**src/rtl/rr_multi_arbiter.sv**
```systemverilog
// ============================================================================
// Module  : rr_multi_arbiter
// Brief   : Multi-grant (up to AMOUNT_M) fixed/round-robin arbiter with a
//           single registered output stage and valid/ready on both sides.
// Revision: 1.0
// ============================================================================
`default_nettype none

module rr_multi_arbiter #(
  parameter int WIDTH_N  = 10,
  parameter int AMOUNT_M = 2,
  parameter int IDX_W    = $clog2(WIDTH_N),
  parameter int CNT_W    = $clog2(AMOUNT_M + 1)
) (
  input  logic                               clk,
  input  logic                               reset_n,
  input  logic [WIDTH_N-1:0]                 req_i,
  input  logic                               mode_rr_i,
  input  logic                               req_vld_i,
  output logic                               req_rdy_o,
  output logic [AMOUNT_M-1:0][WIDTH_N-1:0]   gnt_o,
  output logic [AMOUNT_M-1:0][IDX_W-1:0]     gnt_idx_o,
  output logic [CNT_W-1:0]                   gnt_num_o,
  output logic                               gnt_vld_o,
  input  logic                               gnt_rdy_i
);

  logic [AMOUNT_M-1:0][WIDTH_N-1:0] r_gnt;
  logic [AMOUNT_M-1:0][IDX_W-1:0]   r_idx;
  logic [CNT_W-1:0]                 r_num;
  logic                             r_vld;
  logic [IDX_W-1:0]                 r_ptr;

  logic [AMOUNT_M-1:0][WIDTH_N-1:0] w_gnt;
  logic [AMOUNT_M-1:0][IDX_W-1:0]   w_idx;
  logic [CNT_W-1:0]                 w_cnt;
  logic [IDX_W-1:0]                 w_last;
  logic [IDX_W-1:0]                 w_start;
  logic [IDX_W:0]                   w_pos;
  logic [IDX_W-1:0]                 w_ptr_nxt;
  logic                             w_accept;

  assign req_rdy_o = ~r_vld | gnt_rdy_i;
  assign w_accept  = req_vld_i & req_rdy_o;

  // Walk the request vector once in rotated order; w_pos carries one extra
  // bit so start+k never overflows before the explicit modulo subtraction.
  always_comb begin
    w_gnt   = '0;
    w_idx   = '0;
    w_cnt   = '0;
    w_last  = '0;
    w_pos   = '0;
    w_start = mode_rr_i ? r_ptr : '0;
    for (int k = 0; k < WIDTH_N; k++) begin
      w_pos = {1'b0, w_start} + (IDX_W+1)'(k);
      if (w_pos >= (IDX_W+1)'(WIDTH_N)) begin
        w_pos = w_pos - (IDX_W+1)'(WIDTH_N);
      end
      if (req_i[w_pos[IDX_W-1:0]] && (w_cnt < CNT_W'(AMOUNT_M))) begin
        w_gnt[w_cnt][w_pos[IDX_W-1:0]] = 1'b1;
        w_idx[w_cnt]                   = w_pos[IDX_W-1:0];
        w_last                         = w_pos[IDX_W-1:0];
        w_cnt                          = w_cnt + 1'b1;
      end
    end
  end

  assign w_ptr_nxt = (w_last == IDX_W'(WIDTH_N - 1)) ? '0 : w_last + 1'b1;

  always_ff @(posedge clk or negedge reset_n) begin
    if (!reset_n) begin
      r_gnt <= '0;
      r_idx <= '0;
      r_num <= '0;
      r_vld <= 1'b0;
      r_ptr <= '0;
    end else if (w_accept) begin
      r_gnt <= w_gnt;
      r_idx <= w_idx;
      r_num <= w_cnt;
      r_vld <= 1'b1;
      // Fixed-mode and empty requests leave the round-robin pointer alone.
      if (mode_rr_i && (w_cnt != '0)) begin
        r_ptr <= w_ptr_nxt;
      end
    end else if (req_rdy_o) begin
      r_vld <= 1'b0;
    end
  end

  assign gnt_o     = r_gnt;
  assign gnt_idx_o = r_idx;
  assign gnt_num_o = r_num;
  assign gnt_vld_o = r_vld;

`ifndef SYNTHESIS
  a_req_hold: assert property (@(posedge clk) disable iff (!reset_n)
    (req_vld_i && !req_rdy_o) |=> (req_vld_i && $stable(req_i) && $stable(mode_rr_i)));

  a_out_stable: assert property (@(posedge clk) disable iff (!reset_n)
    (gnt_vld_o && !gnt_rdy_i) |=> (gnt_vld_o && $stable(gnt_o) &&
                                   $stable(gnt_idx_o) && $stable(gnt_num_o)));

  for (genvar k = 0; k < AMOUNT_M; k++) begin : g_slot_chk
    a_onehot: assert property (@(posedge clk) disable iff (!reset_n)
      w_accept |-> ($onehot0(w_gnt[k]) && ((w_gnt[k] & ~req_i) == '0)));
    for (genvar j = 0; j < k; j++) begin : g_pair_chk
      a_disjoint: assert property (@(posedge clk) disable iff (!reset_n)
        w_accept |-> ((w_gnt[j] & w_gnt[k]) == '0));
    end
  end
`endif

endmodule

`default_nettype wire
```
**config.mk**
```make
export PLATFORM = sky130hd
export DESIGN_NAME = rr_multi_arbiter
export DESIGN_NICKNAME = d
export VERILOG_FILES = /design/src/rtl/rr_multi_arbiter.sv
export SDC_FILE = /design/constraint.sdc
export NUM_CORES = 1
export LEC_CHECK = 0
export BUFFER_PORTS_ARGS = -buffer_cell sky130_fd_sc_hd__buf_2
export CORE_MARGIN = 2
export CORE_UTILIZATION = 50
export CTS_CLUSTER_DIAMETER = 30
export DETAILED_ROUTE_END_ITERATION = 10
export GPL_ROUTABILITY_DRIVEN = 0
export GPL_TIMING_DRIVEN = 1
export PLACE_DENSITY = 0.69
export SLEW_MARGIN = 30
export SYNTH_ARGS = -nofsm -noshare
export SYNTH_HDL_FRONTEND = slang
export SYNTH_SLANG_ARGS = --single-unit
```
**constraint.sdc**
```tcl
create_clock -name clk -period 14.85 [get_ports clk]
set_clock_uncertainty 0.2 [all_clocks]
set_input_delay 0 -clock clk [delete_from_list [all_inputs] [get_ports clk]]
set_output_delay 0 -clock clk [all_outputs]
set_load 0.005 [all_outputs]
```
Word-level counts from Yosys, hierarchy flattened
Cells that the tools add are included.

operators by class
  bitwise operators = 12
  reductions and logical operators = 32
  add/sub/neg operators = 29
  mux-type cells = 138
  order comparisons = 57
  equal/unequal tests = 1

operators with widths
  operator                                              number
  2-to-1 mux 20 bit                                     9
  bitwise OR 20 bit                                     8
  2-to-1 mux 4 bit                                      31
  2-to-1 mux 10 bit                                     10
  demux 10 bit (select 1 bit)                           9
  bitwise mux 8 bit                                     9
  2-to-1 mux 8 bit                                      9
  < comparator 4 x 5 -> 1 bit (second input constant)   10
  >= comparator 5 x 4 -> 1 bit (second input constant)  9
  binary-select mux 1 bit (select 4 bit)                10
  demux 1 bit (select 4 bit)                            10
  >= comparator 4 x 1 -> 1 bit (second input constant)  10
  subtractor 4 bit (second input constant)              10
  demux 4 bit (select 1 bit)                            9
  < comparator 2 bit (second input constant)            18
  logical AND 1 bit                                     29
  2-to-1 mux 1 bit                                      23
  adder 4 x 3 -> 5 bit (second input constant)          4
  bitwise OR 10 x 20 -> 20 bit                          1
  adder 2 x 1 -> 2 bit (second input constant)          9
  >= comparator 2 x 1 -> 1 bit (second input constant)  9
  2-to-1 mux 2 bit                                      9
  adder 4 x 2 -> 5 bit (second input constant)          2
  adder 4 x 4 -> 5 bit (second input constant)          2
  other kinds (9)                                       10

word-level totals
  bits of input ports = 15
  flip-flop bits (word level) = 35
  output and inout port bits = 32

Logic depth before layout (Yosys ltp)
  word-level depth = 36
  gate-level depth with buffers = 58
  gate-level depth less buffers = 48

Least setup slack after synthesis
OpenSTA, ideal clock, no wires.

  path kind = flip-flop to flip-flop
  start point = register r_ptr[0]
  end point = register r_ptr[2]
  setup time = 0.127 ns
  period minus slack after synthesis = 10.911 ns
  path buffers = 12
  stages on the path, launching flop included = 55
  path slack = 3.939 ns
  data required time = 14.523 ns
  data arrival time = 10.583 ns
  cells stage by stage = dfrtp_1 > buf_2 > nand2_4 > inv_2 > buf_4 > buf_1 > clkbuf_1 > clkbuf_1 > clkbuf_1 > ha_1 > buf_2 > and3b_1 > clkbuf_1 > nor2_1 > ha_1 > inv_1 > o211ai_1 > nand2_1 > [19 not listed] > nand2_4 > inv_2 > ha_1 > nor2_1 > a31oi_1 > inv_1 > ha_1 > o21ai_1 > nand2b_1 > mux2i_1 > inv_1 > ha_1 > nand2_1 > nor3_1 > mux2i_1 > and4_1 > buf_4 > mux2_1

on the way
  longest elaborated chain between the ends = 36
  elaborated cells on any way between the ends = 113
  those cells by class = add/sub: 29; order compare: 19; eq/ne: 1; mux: 52; reduce/logical: 12

ends and longest elaborated chain
  item                                                                           line  text
  start, declared                                                                32    logic [IDX_W-1:0] r_ptr;
  start signal, assigned                                                         85    r_ptr <= w_ptr_nxt;
  2-to-1 mux 4 bit *                                                             54    w_start = mode_rr_i ? r_ptr : '0;
  parallel branches: the longest is 35 deep, another holds adder 4 x 1 -> 5 bit  n/a

Every way passes the cells marked *. The select of a mux whose other input is x is not followed.
A chain may end at the register's enable or synchronous reset.

Final worst setup path
Same ends and word-level chain as after synthesis.

==> results_tabular.tex <==
\begin{tabular}{lr}
\hline
Metric & Value \\
\hline
\multicolumn{2}{l}{\textbf{GRT}} \\
\quad Global-route wire length before repair & roughly 49000 microns \\
\quad Busiest layer in global routing & met2 \\
\quad GR Overflow Total & 0 \\
\quad Number of antenna violations at the first check in global routing & 0 \\
\quad GRT met1 Usage & approximately half \\
\quad Fraction of met3 tracks used by global routing & under 10\% \\
\quad Vias in the first global route & approximately 8600 \\
\quad Largest net degree at the start of global routing & 63 \\
\quad Met2 capacity usage during global routing & between 50\% and 60\% \\
\quad Global routing usage summed across all routing layers & between 30\% and 40\% \\
\multicolumn{2}{l}{\textbf{CTS}} \\
\quad Maximum level of the CTS H-tree & 2 \\
\quad Deepest clock path buffer count & 2 \\
\quad Number of sinks on the clock net & 35 \\
\quad Number of buffers inserted by post-CTS setup repair & 0 \\
\quad TritonCTS Buffers & 5 \\
\quad Clock latency reported for the late side of the worst-skew pair & 0.29 ns \\
\quad Clock-pin slew on the worst setup and hold paths & 0.06 ns \\
\quad Root cell of the clock tree & sky130\_fd\_sc\_hd\_\_clkbuf\_16 \\
\quad CTS tree & built \\
\quad Quantity of gates resized following cts & 0 \\
\multicolumn{2}{l}{\textbf{STA}} \\
\quad Final-report max-slew violation count & 0 \\
\quad Final count of hold timing violations & 0 \\
\quad Number of failing setup endpoints in the final timing report & 0 \\
\quad Post-route fraction of the period consumed by the critical path & a little over four fifths \\
\quad Slew at the pin with the worst max-slew slack & slightly above 0.9 ns \\
\quad RSZ-0062 raised after global routing & false \\
\quad Upper clock frequency limit & between 70 and 80 MHz \\
\quad Hold\_ws & 0.118 ns \\
\quad Minimum clock period after layout & roughly 13 ns \\
\quad Tightest slew margin relative to the limit & 39.6\% \\
\quad Final sum of negative setup slack & 0 ns \\
\multicolumn{2}{l}{\textbf{Synth}} \\
\quad Most frequently used flop master after synthesis & sky130\_fd\_sc\_hd\_\_dfrtp\_1 \\
\quad Mean Syn Cell Area & between 6 and 7 sq um \\
\quad Unique masters post-synth & slightly below 100 \\
\quad Net Count, Synth & approximately 1200 \\
\quad Number of enable flip-flop cells after synthesis & 0 \\
\quad Synthesis-stage register bit count & 35 \\
\quad Number of warnings printed during yosys synthesis & 0 \\
\quad Gate count after technology mapping & 1169 \\
\quad Summed instance area of the synthesized netlist & roughly 8000 sq um \\
\quad Share of synthesized registers carrying an async set or reset & 100\% \\
\quad Sequential area share after synthesis & 11.0\% \\
\multicolumn{2}{l}{\textbf{Setup path}} \\
\quad Startpoint Class & flip-flop \\
\quad Maximum fanout along the worst path & a little over 60 \\
\quad Category of the worst setup path capture point & flip-flop \\
\quad Most prevalent standard cell on the critical path & sky130\_fd\_sc\_hd\_\_ha\_1 \\
\quad Combined buffer and inverter count along the critical path & 7 \\
\quad Category of the most critical setup path & reg2reg \\
\quad Slowest cell on crit path & sky130\_fd\_sc\_hd\_\_nand3b\_1 \\
\quad Endpoint arrival time on the critical path & between 10 and 15 ns \\
\quad Crit path required time & approximately 15 ns \\
\quad Worst stage delay on the critical path & between 0.6 and 0.7 ns \\
\quad Family with the most delay on the worst path & simple AND/OR/NAND/NOR gates \\
\multicolumn{2}{l}{\textbf{Floorplanning}} \\
\quad Area enclosed by the die boundary & about 17000 sq um \\
\quad Number of I/O pins & between 40 and 50 \\
\quad Floorplan die height & roughly 130 microns \\
\quad Placeable core area & 15800 sq um \\
\quad Starting density of the core & roughly half \\
\quad Overall die width & between 100 and 150 microns \\
\quad Cell row count & between 40 and 50 \\
\multicolumn{2}{l}{\textbf{Min path}} \\
\quad Kind of path behind the tightest hold check & in2async \\
\multicolumn{2}{l}{\textbf{Final layout}} \\
\quad ANT cells & 0 \\
\quad Finished layout cell area & between 8000 and 9000 sq um \\
\quad Fraction of layout instances using a drive strength above 1 & approximately 11\% \\
\quad Most frequent cells in the layout & sky130\_fd\_sc\_hd\_\_nand2\_1, sky130\_fd\_sc\_hd\_\_nor2\_1, sky130\_fd\_sc\_hd\_\_a21oi\_1, sky130\_fd\_sc\_hd\_\_o21ai\_0, sky130\_fd\_sc\_hd\_\_nand3\_1 \\
\quad Area growth syn-to-layout & 5.32\% \\
\quad Most frequent standard cell in the layout excluding fill and tap cells & sky130\_fd\_sc\_hd\_\_nand2\_1 \\
\quad Post-layout nets & 1218 \\
\multicolumn{2}{l}{\textbf{Route}} \\
\quad Average detailed-routed wire length per instance & 23.6 microns \\
\quad Drt drc & 0 \\
\quad Via count of the routed design & 10020 \\
\quad Routed Antenna Nets & 0 \\
\quad Total wirelength of the detailed-routed design & $\sim$33000 microns \\
\quad Vias per inst & 7.26 \\
\quad DRT Pass-1 Iters & 8 \\
\quad Starting DRC count in detailed routing & about 1900 \\
\multicolumn{2}{l}{\textbf{Placement}} \\
\quad Half-perimeter wire length after detailed placement & 25100 microns \\
\quad Post-Place Cell Area & just over 8000 sq um \\
\quad Number of input and output port buffers inserted & 46 \\
\multicolumn{2}{l}{\textbf{Run}} \\
\quad Number of maximum-capacitance constraint violations & 0 \\
\multicolumn{2}{l}{\textbf{Status}} \\
\quad Result of the run & finished, final reports clean \\
\hline
\end{tabular}
[flip-flops by register name, indices dropped and copies added (netlist names)]
register and flops:
gnt_idx_o 8, gnt_num_o 2, gnt_o 20, gnt_vld_o 1
r_ptr 4
[synthesized netlist by cell type, types with 27 or more instances]
master / number / share of area [%]
sky130_fd_sc_hd__nor2_1: 115 / 5.4
sky130_fd_sc_hd__a21oi_1: 70 / 4.4
sky130_fd_sc_hd__o211ai_1: 28 / 2.6
sky130_fd_sc_hd__a31oi_1: 35 / 2.7
sky130_fd_sc_hd__nand2_1: 139 / 6.5
sky130_fd_sc_hd__nor3_1: 53 / 3.3
sky130_fd_sc_hd__mux2i_1: 27 / 3.4
sky130_fd_sc_hd__o21ai_0: 61 / 3.8
sky130_fd_sc_hd__inv_1: 34 / 1.6
sky130_fd_sc_hd__dfrtp_1: 35 / 11
sky130_fd_sc_hd__clkbuf_1: 38 / 1.8
sky130_fd_sc_hd__nand3_1: 57 / 3.6
sky130_fd_sc_hd__ha_1: 38 / 5.9
[final timing paths]
check	start	endpoint	slack [ns]	cells after the start
setup / recovery	r_ptr[0]$_DFFE_PN0P_	r_ptr[2]$_DFFE_PN0P_	2.33	41
hold / removal	reset_n	r_ptr[0]$_DFFE_PN0P_	0.12	2
setup reg to reg	r_ptr[0]$_DFFE_PN0P_	r_ptr[2]$_DFFE_PN0P_	2.33	41
hold reg to reg	gnt_idx_o[4]$_DFFE_PN0P_	gnt_idx_o[4]$_DFFE_PN0P_	0.28	2
max in group asynchronous	reset_n	gnt_o[0]$_DFFE_PN0P_	13.84	2
min in group clk	gnt_rdy_i	req_rdy_o	0.14	3
[stage by stage]
stage | std cells | util (%) | setup slack (ns)
3_5_place_dp | 1370 | 52.2 | 2.65
3_3_place_gp | 1370 | 52.2 | 3.04
5_1_grt | 1381 | 53.4 | 1.67
6_report | 1381 | 53.4 | 2.33
2_1_floorplan | 1169 | - | 3.94
4_1_cts | 1381 | 53.3 | 2.87
[cells by family after synthesis]
logic type | synth area share [%]
mux | 5.78
fa+ha+maj | 6.20
buf+inv | 6.51
compound gates | 35.8
xor+xnor | 2.66
flops | 11.0
simple gates | 32.1
[metal layers]
layer / share of wire [%] / vias up / wire [microns]
li1: - / 4476 / -
met1: 38 / 4498 / 12500
met2: 41 / 848 / 13300
met3: 14 / 198 / 4480
met4: 7.0 / 0 / 2270
met5: 0 / - / 0
[layout make-up]
cell class,count,area [sq um]
multi-input cells,1016,6620
clock inverters,2,12.5
fillers,1649,7350
inverters,48,184
flip-flops and latches,35,876
clock buffers,6,129
well taps,216,270
repair buffers,58,328
[repair_timing]
action	CTS	global route
setup endpoints to repair	0	0
endpoints found under the hold margin	36	0
hold buffers	3	0
Power is left out: the tool's default activity adds up to more than one toggle a clock period on the data nets, which glitch-free logic cannot reach.
